==> src/rtl/axi4_lite_regfile_if.sv <==
// AXI4-Lite slave-side bundle for the register bank.
// Handshake rule on every channel: a beat transfers on a rising clk edge where valid && ready are both high.
interface axi4_lite_regfile_if #(
    parameter int ADDR_WIDTH = 32,
    parameter int DATA_WIDTH = 32
);
    localparam int STRB_WIDTH = DATA_WIDTH / 8;

    logic [ADDR_WIDTH-1:0] awaddr;
    logic [2:0]            awprot;
    logic                  awvalid;
    logic                  awready;
    logic [DATA_WIDTH-1:0] wdata;
    logic [STRB_WIDTH-1:0] wstrb;
    logic                  wvalid;
    logic                  wready;
    logic [1:0]            bresp;
    logic                  bvalid;
    logic                  bready;
    logic [ADDR_WIDTH-1:0] araddr;
    logic [2:0]            arprot;
    logic                  arvalid;
    logic                  arready;
    logic [DATA_WIDTH-1:0] rdata;
    logic [1:0]            rresp;
    logic                  rvalid;
    logic                  rready;

    modport master (
        output awaddr, awprot, awvalid, input awready,
        output wdata, wstrb, wvalid, input wready,
        input bresp, bvalid, output bready,
        output araddr, arprot, arvalid, input arready,
        input rdata, rresp, rvalid, output rready
    );

    modport slave (
        input awaddr, awprot, awvalid, output awready,
        input wdata, wstrb, wvalid, output wready,
        output bresp, bvalid, input bready,
        input araddr, arprot, arvalid, output arready,
        output rdata, rresp, rvalid, input rready
    );
endinterface

==> src/rtl/axi4_lite_regfile.sv <==
// AXI4-Lite slave register bank with per-register RW / RO / W1C modes.
// Write and read channels are independent FSMs, one outstanding transaction each.
module axi4_lite_regfile #(
    parameter int                    ADDR_WIDTH = 32,
    parameter int                    DATA_WIDTH = 32,
    parameter int                    NUM_REGS   = 16,
    parameter logic [ADDR_WIDTH-1:0] BASE_ADDR  = '0,
    parameter logic [255:0]          RO_MASK    = '0,
    parameter logic [255:0]          W1C_MASK   = '0
) (
    input  logic                           clk,
    input  logic                           rst,
    axi4_lite_regfile_if.slave             bus,
    output logic [NUM_REGS*DATA_WIDTH-1:0] reg_out,
    input  logic [NUM_REGS*DATA_WIDTH-1:0] reg_in,
    input  logic [NUM_REGS*DATA_WIDTH-1:0] hw_set,
    output logic [NUM_REGS-1:0]            wr_pulse
);
    localparam int STRB_WIDTH = DATA_WIDTH / 8;
    localparam int LANE_SHIFT = $clog2(STRB_WIDTH);
    localparam int IDX_W      = (NUM_REGS > 1) ? $clog2(NUM_REGS) : 1;
    localparam logic [63:0] SPAN = 64'(NUM_REGS * STRB_WIDTH);
    localparam logic [NUM_REGS-1:0] RO_BITS  = RO_MASK[NUM_REGS-1:0];
    localparam logic [NUM_REGS-1:0] W1C_BITS = W1C_MASK[NUM_REGS-1:0] & ~RO_MASK[NUM_REGS-1:0];
    localparam logic [1:0] RESP_OKAY   = 2'b00;
    localparam logic [1:0] RESP_SLVERR = 2'b10;
    localparam logic [1:0] RESP_DECERR = 2'b11;

    generate
        if (DATA_WIDTH != 32 && DATA_WIDTH != 64) begin : g_bad_width
            $error("axi4_lite_regfile: DATA_WIDTH must be 32 or 64");
        end
        if (NUM_REGS < 1 || NUM_REGS > 256) begin : g_bad_count
            $error("axi4_lite_regfile: NUM_REGS must be in 1..256");
        end
    endgenerate

    typedef enum logic {W_COLLECT, W_RESP} w_state_t;
    typedef enum logic {R_IDLE, R_RESP} r_state_t;

    w_state_t w_state, w_next;
    r_state_t r_state, r_next;

    logic                  aw_held, w_held;
    logic [ADDR_WIDTH-1:0] aw_addr_q;
    logic [DATA_WIDTH-1:0] w_data_q;
    logic [STRB_WIDTH-1:0] w_strb_q;
    logic                  aw_rdy, w_rdy, ar_rdy;
    logic                  aw_fire, w_fire, ar_fire, commit, b_fire;

    logic [ADDR_WIDTH-1:0] c_addr;
    logic [DATA_WIDTH-1:0] c_data, c_mask;
    logic [STRB_WIDTH-1:0] c_strb;
    logic                  c_hit, r_hit;
    logic [IDX_W-1:0]      c_idx, r_idx;
    logic [1:0]            c_resp;
    logic [NUM_REGS-1:0]   wsel;

    logic [DATA_WIDTH-1:0] regs [NUM_REGS];
    logic [1:0]            bresp_q, rresp_q;
    logic [DATA_WIDTH-1:0] rdata_q;
    logic                  unused_bits;

    // Widened to 64 bits so BASE_ADDR + span cannot wrap near the top of the address map.
    function automatic logic addr_hit(input logic [ADDR_WIDTH-1:0] a);
        logic [63:0] wide;
        wide = 64'(a);
        return (wide >= 64'(BASE_ADDR)) && (wide < 64'(BASE_ADDR) + SPAN);
    endfunction

    function automatic logic [IDX_W-1:0] addr_idx(input logic [ADDR_WIDTH-1:0] a);
        logic [63:0] off;
        off = 64'(a) - 64'(BASE_ADDR);
        return IDX_W'(off >> LANE_SHIFT);
    endfunction

    always_ff @(posedge clk or posedge rst) begin
        if (rst) begin
            w_state <= W_COLLECT;
            r_state <= R_IDLE;
        end else begin
            w_state <= w_next;
            r_state <= r_next;
        end
    end

    always_comb begin
        w_next     = w_state;
        aw_rdy     = 1'b0;
        w_rdy      = 1'b0;
        aw_fire    = 1'b0;
        w_fire     = 1'b0;
        commit     = 1'b0;
        b_fire     = 1'b0;
        bus.bvalid = 1'b0;
        case (w_state)
            W_COLLECT: begin
                aw_rdy  = !rst && !aw_held;
                w_rdy   = !rst && !w_held;
                aw_fire = bus.awvalid && aw_rdy;
                w_fire  = bus.wvalid && w_rdy;
                commit  = (aw_held || aw_fire) && (w_held || w_fire);
                if (commit) w_next = W_RESP;
            end
            W_RESP: begin
                bus.bvalid = 1'b1;
                b_fire     = bus.bready;
                if (bus.bready) w_next = W_COLLECT;
            end
            default: w_next = W_COLLECT;
        endcase
    end

    always_comb begin
        r_next      = r_state;
        ar_rdy      = 1'b0;
        ar_fire     = 1'b0;
        bus.rvalid  = 1'b0;
        case (r_state)
            R_IDLE: begin
                ar_rdy  = !rst;
                ar_fire = bus.arvalid && ar_rdy;
                if (ar_fire) r_next = R_RESP;
            end
            R_RESP: begin
                bus.rvalid = 1'b1;
                if (bus.rready) r_next = R_IDLE;
            end
            default: r_next = R_IDLE;
        endcase
    end

    // The committing beat may come straight off the bus or from the holding registers.
    always_comb begin
        c_addr = aw_held ? aw_addr_q : bus.awaddr;
        c_data = w_held ? w_data_q : bus.wdata;
        c_strb = w_held ? w_strb_q : bus.wstrb;
        c_mask = '0;
        for (int b = 0; b < STRB_WIDTH; b++) begin
            c_mask[b*8 +: 8] = {8{c_strb[b]}};
        end
        c_hit = addr_hit(c_addr);
        c_idx = addr_idx(c_addr);
        if (!c_hit)              c_resp = RESP_DECERR;
        else if (RO_BITS[c_idx]) c_resp = RESP_SLVERR;
        else                     c_resp = RESP_OKAY;
        wsel = '0;
        if (commit && c_resp == RESP_OKAY) wsel[c_idx] = 1'b1;
        r_hit = addr_hit(bus.araddr);
        r_idx = addr_idx(bus.araddr);
    end

    always_ff @(posedge clk or posedge rst) begin
        if (rst) begin
            aw_held   <= 1'b0;
            w_held    <= 1'b0;
            aw_addr_q <= '0;
            w_data_q  <= '0;
            w_strb_q  <= '0;
            bresp_q   <= RESP_OKAY;
            wr_pulse  <= '0;
        end else begin
            wr_pulse <= wsel;
            if (commit) bresp_q <= c_resp;
            if (b_fire) begin
                aw_held <= 1'b0;
                w_held  <= 1'b0;
            end else begin
                if (aw_fire) begin
                    aw_held   <= 1'b1;
                    aw_addr_q <= bus.awaddr;
                end
                if (w_fire) begin
                    w_held   <= 1'b1;
                    w_data_q <= bus.wdata;
                    w_strb_q <= bus.wstrb;
                end
            end
        end
    end

    // hw_set is OR-ed in after the software clear, so a same-cycle set always wins.
    always_ff @(posedge clk or posedge rst) begin
        if (rst) begin
            for (int i = 0; i < NUM_REGS; i++) regs[i] <= '0;
        end else begin
            for (int i = 0; i < NUM_REGS; i++) begin
                if (W1C_BITS[i]) begin
                    regs[i] <= (regs[i] & ~(wsel[i] ? (c_data & c_mask) : '0))
                             | hw_set[i*DATA_WIDTH +: DATA_WIDTH];
                end else if (!RO_BITS[i] && wsel[i]) begin
                    regs[i] <= (regs[i] & ~c_mask) | (c_data & c_mask);
                end
            end
        end
    end

    always_ff @(posedge clk or posedge rst) begin
        if (rst) begin
            rdata_q <= '0;
            rresp_q <= RESP_OKAY;
        end else if (ar_fire) begin
            if (!r_hit) begin
                rdata_q <= '0;
                rresp_q <= RESP_DECERR;
            end else begin
                rdata_q <= RO_BITS[r_idx] ? reg_in[int'(r_idx)*DATA_WIDTH +: DATA_WIDTH] : regs[r_idx];
                rresp_q <= RESP_OKAY;
            end
        end
    end

    generate
        for (genvar g = 0; g < NUM_REGS; g++) begin : g_out
            assign reg_out[g*DATA_WIDTH +: DATA_WIDTH] = regs[g];
        end
    endgenerate

    assign bus.awready = aw_rdy;
    assign bus.wready  = w_rdy;
    assign bus.arready = ar_rdy;
    assign bus.bresp   = bresp_q;
    assign bus.rdata   = rdata_q;
    assign bus.rresp   = rresp_q;
    assign unused_bits = ^{bus.awprot, bus.arprot, hw_set};
endmodule

==> src/flat_wrapper.sv <==
// flat-port wrapper written by rule: the top's interface ports become plain ports
module axi4_lite_regfile_flat 
#(
    parameter int                    ADDR_WIDTH = 32,
    parameter int                    DATA_WIDTH = 32,
    parameter int                    NUM_REGS   = 16,
    parameter logic [ADDR_WIDTH-1:0] BASE_ADDR  = '0,
    parameter logic [255:0]          RO_MASK    = '0,
    parameter logic [255:0]          W1C_MASK   = '0
)
  (clk, rst, reg_out, reg_in, hw_set, wr_pulse, bus_awaddr, bus_awprot, bus_awvalid, bus_awready, bus_wdata, bus_wstrb, bus_wvalid, bus_wready, bus_bresp, bus_bvalid, bus_bready, bus_araddr, bus_arprot, bus_arvalid, bus_arready, bus_rdata, bus_rresp, bus_rvalid, bus_rready);
  axi4_lite_regfile_if #(.ADDR_WIDTH(ADDR_WIDTH), .DATA_WIDTH(DATA_WIDTH)) bus_i ();
  input  logic clk;
  input  logic rst;
  output logic [NUM_REGS*DATA_WIDTH-1:0] reg_out;
  input  logic [NUM_REGS*DATA_WIDTH-1:0] reg_in;
  input  logic [NUM_REGS*DATA_WIDTH-1:0] hw_set;
  output logic [NUM_REGS-1:0] wr_pulse;
  input wire logic [$bits(bus_i.awaddr)-1:0] bus_awaddr;
  input wire logic [$bits(bus_i.awprot)-1:0] bus_awprot;
  input wire logic [$bits(bus_i.awvalid)-1:0] bus_awvalid;
  output wire logic [$bits(bus_i.awready)-1:0] bus_awready;
  input wire logic [$bits(bus_i.wdata)-1:0] bus_wdata;
  input wire logic [$bits(bus_i.wstrb)-1:0] bus_wstrb;
  input wire logic [$bits(bus_i.wvalid)-1:0] bus_wvalid;
  output wire logic [$bits(bus_i.wready)-1:0] bus_wready;
  output wire logic [$bits(bus_i.bresp)-1:0] bus_bresp;
  output wire logic [$bits(bus_i.bvalid)-1:0] bus_bvalid;
  input wire logic [$bits(bus_i.bready)-1:0] bus_bready;
  input wire logic [$bits(bus_i.araddr)-1:0] bus_araddr;
  input wire logic [$bits(bus_i.arprot)-1:0] bus_arprot;
  input wire logic [$bits(bus_i.arvalid)-1:0] bus_arvalid;
  output wire logic [$bits(bus_i.arready)-1:0] bus_arready;
  output wire logic [$bits(bus_i.rdata)-1:0] bus_rdata;
  output wire logic [$bits(bus_i.rresp)-1:0] bus_rresp;
  output wire logic [$bits(bus_i.rvalid)-1:0] bus_rvalid;
  input wire logic [$bits(bus_i.rready)-1:0] bus_rready;
  assign bus_i.awaddr = bus_awaddr;
  assign bus_i.awprot = bus_awprot;
  assign bus_i.awvalid = bus_awvalid;
  assign bus_awready = bus_i.awready;
  assign bus_i.wdata = bus_wdata;
  assign bus_i.wstrb = bus_wstrb;
  assign bus_i.wvalid = bus_wvalid;
  assign bus_wready = bus_i.wready;
  assign bus_bresp = bus_i.bresp;
  assign bus_bvalid = bus_i.bvalid;
  assign bus_i.bready = bus_bready;
  assign bus_i.araddr = bus_araddr;
  assign bus_i.arprot = bus_arprot;
  assign bus_i.arvalid = bus_arvalid;
  assign bus_arready = bus_i.arready;
  assign bus_rdata = bus_i.rdata;
  assign bus_rresp = bus_i.rresp;
  assign bus_rvalid = bus_i.rvalid;
  assign bus_i.rready = bus_rready;
  axi4_lite_regfile #(.ADDR_WIDTH(ADDR_WIDTH), .DATA_WIDTH(DATA_WIDTH), .NUM_REGS(NUM_REGS), .BASE_ADDR(BASE_ADDR), .RO_MASK(RO_MASK), .W1C_MASK(W1C_MASK)) u_core (.clk(clk), .rst(rst), .bus(bus_i), .reg_out(reg_out), .reg_in(reg_in), .hw_set(hw_set), .wr_pulse(wr_pulse));
endmodule
==> config.mk <==
export PLATFORM = sky130hd
export DESIGN_NAME = axi4_lite_regfile_flat
export DESIGN_NICKNAME = d
export VERILOG_FILES = /design/src/rtl/axi4_lite_regfile_if.sv /design/src/rtl/axi4_lite_regfile.sv /design/src/flat_wrapper.sv
export SDC_FILE = /design/constraint.sdc
export NUM_CORES = 1
export LEC_CHECK = 0
export ABC_AREA = 0
export CAP_MARGIN = 20
export CELL_PAD_IN_SITES_DETAIL_PLACEMENT = 0
export CELL_PAD_IN_SITES_GLOBAL_PLACEMENT = 1
export CORE_AREA = 2 2 659 661
export DETAILED_ROUTE_END_ITERATION = 7
export DIE_AREA = 0 0 661 663
export DONT_BUFFER_PORTS = 1
export PLACE_DENSITY_LB_ADDON = 0.3
export SYNTH_ARGS = -nofsm -noshare
export SYNTH_HDL_FRONTEND = slang
export SYNTH_SLANG_ARGS = --single-unit
==> constraint.sdc <==
create_clock -name clk -period 35.5 [get_ports clk]
set_input_delay 1.775 -clock clk [delete_from_list [all_inputs] [get_ports clk]]
set_output_delay 1.775 -clock clk [all_outputs]
set_load 0.01 [all_outputs]
==> results.sh, run 1 <==
export IMPL_outcome="finished, violations left"
export IMPL_violations="max-slew violations"
export IMPL_drive_gt1_frac=0.544
export IMPL_grt_util_all_layers=0.0820
export IMPL_met3_usage=0.0341
export IMPL_synth_top_area_frac=0.549
export IMPL_p_int_mw=1.38
export IMPL_clock_sinks=632
export IMPL_timing_hold_ws_ns=0.503
export IMPL_drt_wl_total_um=184000
export IMPL_synth_net_count=2927
export IMPL_place_gp_congestion=0.778
export IMPL_wl_per_cell_um=24.1
export IMPL_cts_resized=0
export IMPL_whs_path_depth=1
export IMPL_gr_total_overflow=0
export IMPL_io_pin_count=1706
export IMPL_setup_viol=0
export IMPL_cts_buffer_depth=4
export IMPL_slew_headroom=-0.00564
export IMPL_yosys_top_cells_count="dfrtp_1 (632), mux2_2 (591), mux4_2 (160)"
export IMPL_fin_skew_ns=0.0809
export IMPL_final_util=0.0905
export IMPL_vias=17700
export IMPL_drtPass1Iterations=4
export IMPL_cts_hold_buf=0
export IMPL_power_density_nw_per_um2=52.8
export IMPL_synth_most_common_cell="dfrtp_1"
export IMPL_critPathCaptureType="register"
export IMPL_row_count=242
export IMPL_drc=0
export IMPL_clk_pin_slew_ns=0.06
export IMPL_grt_pass1_wl_um=231000
export IMPL_worst_slack_ns=30.75
export IMPL_yosysSeqAreaShare=0.549
export IMPL_grt_max_degree=169
export IMPL_rsz0062_at_grt="no"
export IMPL_p_switching_uw=686
export IMPL_power_mw=2.06
export IMPL_busiest_layer="met2"
export IMPL_dp_cells=7470
export IMPL_synthCells=1790
export IMPL_synth_edf_count=0
export IMPL_max_freq_ghz=0.211
export IMPL_tns_ns=0
export IMPL_cp_max_fo=16
export IMPL_portBuffers=0
export IMPL_swShare=0.333
export IMPL_start_util=0.0666
export IMPL_vias_per_cell=2.32
export IMPL_crit_arrival_ns=5.41
export IMPL_grt_pass1_vias=18400
export IMPL_antenna_found_initial=45
export IMPL_stdcell_count=7636
export IMPL_drtIter0Drc=1047
export IMPL_netlist_area_um2=28800
export IMPL_ctsHtreeMaxLevel=3
export IMPL_synth_ff_type="dfrtp_1"
export IMPL_cp_start_kind="primary input"
export IMPL_fp_dieH_um=663
export IMPL_fin_crit_sh=0.134
export IMPL_tritoncts="yes"
export IMPL_timing_final_max_slew_violations=9
export IMPL_tightestPinTransition_ns=1.51
export IMPL_cts_root_buf="clkbuf_16"
export IMPL_numCtsBuffers=91
export IMPL_power_share_clock=0.442
export IMPL_ys_types=37
export IMPL_final_nets=2967
export IMPL_worst_r2r_path_depth=9
export IMPL_post_dp_cell_area_um2=36200
export IMPL_synth_area_top_cells="dfrtp_1 (55%), mux2_2 (23%), mux4_2 (13%)"
export IMPL_clkLatencyLatePin_ns=0.83
export IMPL_core_area_um2=432000
export IMPL_postCtsSetupBuffers=0
export IMPL_cp_required_ns=36.16
export IMPL_critPathKind="in -> reg"
export IMPL_max_vdd_ir_drop_mv=0.0483
export IMPL_maxCapViolCount=0
export IMPL_hold_path_class="reg -> reg"
export IMPL_p_comb_frac=0.178
export IMPL_area_growth_pct=35.8
export IMPL_synth_area_leader_cell="dfrtp_1"
export IMPL_ys_async_sr_fraction=1.00
export IMPL_share_seq_of_total_power=0.381
export IMPL_detail_route_antenna_nets=0
export IMPL_ys_ff_latch=632
export IMPL_syn_avg_cell_area_um2=16.1
export IMPL_leakage_nw=15.2
export IMPL_post_route_min_period_ns=4.75
export IMPL_yosysWarningCount=0
export IMPL_dieArea_um2=438000
export IMPL_stdcell_area_um2=39100
export IMPL_grtUsageMet2=0.143
export IMPL_met1_usage=0.0921
export IMPL_dp_hpwl_um=144000
export IMPL_die_w_um=661
export IMPL_finalHoldViolCount=0
export IMPL_dp_slack_ns=29.88
critical path: stages:
cell	delay [ns]
nor4_1	0.35
nand4_1	0.23
nor4_4	0.75
o2111ai_4	0.18
buf_4	0.35
nor3_4	1.07
buf_4	0.29
mux2_2	0.33
metal layers:
layer	vias up	share of wire
met5	-	0.00022
met4	6	0.026
met3	191	0.093
met2	748	0.50
met1	9930	0.38
li1	6872	-
worst paths after layout:
check	startpoint	endpoint	slack (ns)
setup / recovery	bus_awaddr[16]	register	30.75
hold / removal	u_core.w_data_q[8]	u_core.w_data_q[8]	0.50
setup reg to reg	u_core.aw_addr_q[16]	register	31.36
hold reg to reg	u_core.w_data_q[8]	u_core.w_data_q[8]	0.50
max in group asynchronous	rst	async pin	32.41
min in group asynchronous	rst	async pin	0.93
power by group through the flow:
| stage | Clock (mW) | Sequential (mW) | Combinational [mW] |
|---|---|---|---|
| after detailed placement | 0 | 0.799 | 0.377 |
| after CTS | 0.961 | 0.786 | 0.377 |
| after floorplan | 0 | 0.791 | 0.214 |
| after global routing | 0.986 | 0.791 | 0.395 |
| after global placement | 0 | 0.796 | 0.369 |
| final | 0.912 | 0.786 | 0.367 |
cell families (layout without fill, tap and decap cells):
logic type	count (synthesis)	after routing	synth area share
buffers and inverters	151	254	0.0210
AOI/OAI and AO/OA	59	59	0.0141
muxes	771	771	0.364
and+or+nand+nor	177	177	0.0513
other	0	9	0
DFF	632	632	0.549
cell type report:
class                           count  area (µm²)
Antenna cell                        9        22.5
Clock buffer                      126        2540
Clock inverter                     30         313
Fill cell                       49400      393000
Inverter                           41         161
Multi-Input combinational cell   1007       12500
Sequential cell                   632       15800
Tap cell                         5734        7170
Timing Repair Buffer               57         534
cells in the final DEF, fill, tap and decap left out, types with 4 or more instances in the layout:
master / n
buf_12: 5
buf_4: 49
clkbuf_1: 22
clkbuf_16: 91
clkbuf_8: 13
clkinv_2: 7
clkinv_4: 5
dfrtp_1: 631
diode_2: 9
inv_1: 40
inv_6: 9
mux2_1: 16
mux2_2: 591
mux2i_4: 4
mux4_2: 160
nand2_1: 41
nand3_1: 9
nand3b_1: 8
nor2_1: 5
nor3_1: 21
nor3_2: 20
nor3_4: 45
nor4_1: 12
o2111ai_4: 4
o21ai_0: 36
No activity file was read; power rests on OpenSTA's default activity.
==> run 2: changes to the inputs <==
--- a/config.mk
+++ b/config.mk
@@ -5,13 +5,13 @@
 export SDC_FILE = /design/constraint.sdc
 export NUM_CORES = 1
 export LEC_CHECK = 0
-export ABC_AREA = 0
+export ABC_AREA = 1
 export CAP_MARGIN = 20
 export CELL_PAD_IN_SITES_DETAIL_PLACEMENT = 0
 export CELL_PAD_IN_SITES_GLOBAL_PLACEMENT = 1
-export CORE_AREA = 2 2 659 661
+export CORE_AREA = 2 2 656 658
 export DETAILED_ROUTE_END_ITERATION = 7
-export DIE_AREA = 0 0 661 663
+export DIE_AREA = 0 0 658 660
 export DONT_BUFFER_PORTS = 1
 export PLACE_DENSITY_LB_ADDON = 0.3
 export SYNTH_ARGS = -nofsm -noshare
==> constraint.sdc (replaced) <==
create_clock -name clk -period 4.55 [get_ports clk]
set_input_delay 0.2275 -clock clk [delete_from_list [all_inputs] [get_ports clk]]
set_output_delay 0.2275 -clock clk [all_outputs]
set_load 0.01 [all_outputs]
==> results.sh, run 2 <==
export IMPL_gr_total_overflow=0
export IMPL_grtUsageMet2=0.177
export IMPL_p_switching_mw=8.08
export IMPL_p_int_mw=11.3
export IMPL_slew_headroom=0.250
export IMPL_leakage_nw=19.2
export IMPL_vias_per_cell=3.16
export IMPL_hp_start="bus_araddr[5]"
export IMPL_yosysSeqAreaShare=0.486
export IMPL_tightestPinTransition_ns=1.13
export IMPL_portBuffers=0
export IMPL_crit_family="buffers and inverters"
export IMPL_swShare=0.417
export IMPL_ys_async_sr_fraction=1.00
export IMPL_cp_num_buf_inv=5
export IMPL_synth_area_top_cells="dfrtp_1 (49%), nand2_1 (19%), nand4_1 (9.9%)"
export IMPL_rrSetupSlack_ns=1.32
export IMPL_grt_pass1_wl_um=302000
export IMPL_cts_buffer_depth=4
export IMPL_cp_cell_sequence="dlygate4sd3_1 -> clkinvlp_4 -> a21oi_1 -> nor3_4 -> nand2_2 -> clkinv_4 -> buf_4 -> buf_4 -> nand4_4 -> nand2_1 -> nand2_1"
export IMPL_ys_ff_latch=632
export IMPL_crit_arrival_ns=4.29
export IMPL_hold_path_class="in -> reg"
export IMPL_syn_avg_cell_area_um2=8.14
export IMPL_setup_viol=0
export IMPL_io_pin_count=1706
export IMPL_power_density_nw_per_um2=442
export IMPL_die_w_um=658
export IMPL_yosys_top_cells_count="nand2_1 (1687), dfrtp_1 (632), nand4_1 (513)"
export IMPL_fin_crit_sh=0.791
export IMPL_cp_max_fo=31
export IMPL_fp_dieH_um=660
export IMPL_ctsHtreeMaxLevel=3
export IMPL_drtPass1Iterations=6
export IMPL_vias=30900
export IMPL_detail_route_antenna_nets=0
export IMPL_worst_r2r_path_depth=10
export IMPL_clock_sinks=632
export IMPL_seqCellArea_um2=15800
export IMPL_place_gp_congestion=0.850
export IMPL_timing_final_max_slew_violations=0
export IMPL_timing_hold_ws_ns=-0.0303
export IMPL_met3_usage=0.0335
export IMPL_clk_pin_slew_ns=0.06
export IMPL_p_comb_frac=0.305
export IMPL_maxCapViolCount=0
export IMPL_violations="negative hold slack"
export IMPL_drive_gt1_frac=0.115
export IMPL_finalHoldViolCount=1
export IMPL_slowest_delay_ns=1.08
export IMPL_drc=0
export IMPL_rsz0062_at_grt="no"
export IMPL_drtIter0Drc=2651
export IMPL_start_util=0.0762
export IMPL_cp_start_kind="primary input"
export IMPL_grt_util_all_layers=0.102
export IMPL_synth_net_count=5134
export IMPL_power_share_clock=0.376
export IMPL_dp_hpwl_um=177000
export IMPL_critPathKind="in -> reg"
export IMPL_crit_path_top_delay_cell="dlygate4sd3_1"
export IMPL_core_area_um2=427000
export IMPL_stdcell_area_um2=43800
export IMPL_synth_most_common_cell="nand2_1"
export IMPL_met1_usage=0.117
export IMPL_synth_top_area_frac=0.486
export IMPL_grt_pass1_vias=30100
export IMPL_r2r_start="u_core.aw_held"
export IMPL_wl_per_cell_um=23.6
export IMPL_antenna_found_initial=14
export IMPL_stdcell_count=9755
export IMPL_mostFrequentLayoutCell="nand2_1"
export IMPL_yosysWarningCount=0
export IMPL_cp_required_ns=5.24
export IMPL_ys_types=32
export IMPL_post_dp_cell_area_um2=39900
export IMPL_postCtsSetupBuffers=0
export IMPL_netlist_area_um2=32500
export IMPL_nFillCells=49200
export IMPL_multiInputGateArea_um2=15100
export IMPL_busiest_layer="met2"
export IMPL_grt_max_degree=258
export IMPL_final_cell_mix="nand2_1 (1683), dfrtp_1 (631), nand4_1 (513)"
export IMPL_final_nets=5130
export IMPL_row_count=240
export IMPL_fin_skew_ns=0.107
export IMPL_max_vdd_ir_drop_mv=0.566
export IMPL_whs_endpoint="u_core.bus.rdata[4]"
export IMPL_area_growth_pct=34.7
export IMPL_tritoncts="yes"
export IMPL_post_route_min_period_ns=3.60
export IMPL_critPathCaptureType="register"
export IMPL_max_freq_ghz=0.278
export IMPL_synthCells=3997
export IMPL_cts_root_buf="clkbuf_16"
export IMPL_dieArea_um2=434000
export IMPL_dp_cells=9496
export IMPL_share_seq_of_total_power=0.319
export IMPL_whs_path_depth=3
export IMPL_synth_ff_type="dfrtp_1"
export IMPL_drt_wl_total_um=230000
export IMPL_clkLatencyLatePin_ns=0.86
export IMPL_synth_area_leader_cell="dfrtp_1"
export IMPL_synth_edf_count=0
export IMPL_final_util=0.103
export IMPL_numCtsBuffers=88
export IMPL_outcome="finished, violations left"
run 2: cell count changes after synthesis, sizes merged, moves of 21 or more:
cell,delta
a22oi,+21
o21ai,+49
a21oi,+45
nand2,+1653
nand3,+418
inv,+25
mux2,-588
nor3,-64
mux4,-160
nor2,+49
buf,+161
clkbuf,+72
nand4,+574
run 2: power by group through the flow:
| stage | clock network [mW] | logic (mW) | registers, mW |
|---|---|---|---|
| 6_report | 7.28 | 5.91 | 6.17 |
| 5_1_grt | 7.75 | 6.27 | 6.21 |
| 4_1_cts | 7.57 | 5.97 | 6.17 |
| 3_5_place_dp | 0 | 5.82 | 6.27 |
| 3_3_place_gp | 0 | 5.77 | 6.26 |
| 2_1_floorplan | 0 | 3.08 | 6.16 |
run 2: tightest hold or removal path, stage by stage:
cell and delay (ns):
nand3_1 0.08, nand3_1 0.28, nand2_1 0.08
run 2: through the flow:
step / total power, mW / setup TNS [ns] / setup slack (ns)
3_3_place_gp: 12.0 / 0 / 1.17
4_1_cts: 19.7 / 0 / 0.802
2_1_floorplan: 9.24 / -6352.92 / -6.83
5_1_grt: 20.2 / 0 / 0.507
3_5_place_dp: 12.1 / 0 / 1.17
6_report: 19.4 / 0 / 0.953
run 2: kinds of logic after synthesis:
group | count (synthesis) | share of synthesized area
AOI/OAI and AO/OA | 156 | 0.0284
buffers and inverters | 410 | 0.0568
DFF | 632 | 0.486
muxes | 19 | 0.00658
and+or+nand+nor | 2780 | 0.422
run 2: layer usage:
metal / wire length, µm / up-vias
li1: - / 13600
met1: 88700 / 15800
met2: 113000 / 1197
met3: 19100 / 261
met4: 9620 / 0
met5: 0 / -
run 2: cell type report:
| class | instances | area share |
|---|---|---|
| Antenna cell | 9 | 0.000514 |
| Sequential cell | 632 | 0.361 |
| Timing Repair Buffer | 249 | 0.0578 |
| Inverter | 67 | 0.00625 |
| Clock inverter | 36 | 0.00877 |
| Multi-Input combinational cell | 2955 | 0.345 |
| Clock buffer | 120 | 0.0583 |
| Tap cell | 5687 | 0.162 |
run 2: worst max path at each step:
stage	startpoint	to	slack (ns)	cells after the start
2_1_floorplan	rst	register	-6.83	9
3_3_place_gp	u_core.aw_held	register	1.17	10
3_5_place_dp	u_core.aw_held	register	1.17	10
4_1_cts	rst	register	0.80	11
5_1_grt	rst	register	0.51	11
6_report	rst	register	0.95	11
run 2: repair_timing:
item,4_1_cts,5_1_grt
resized for setup,0,0
setup endpoints to repair,0,0
hold buffers,92,0
endpoints found under the hold margin,330,0
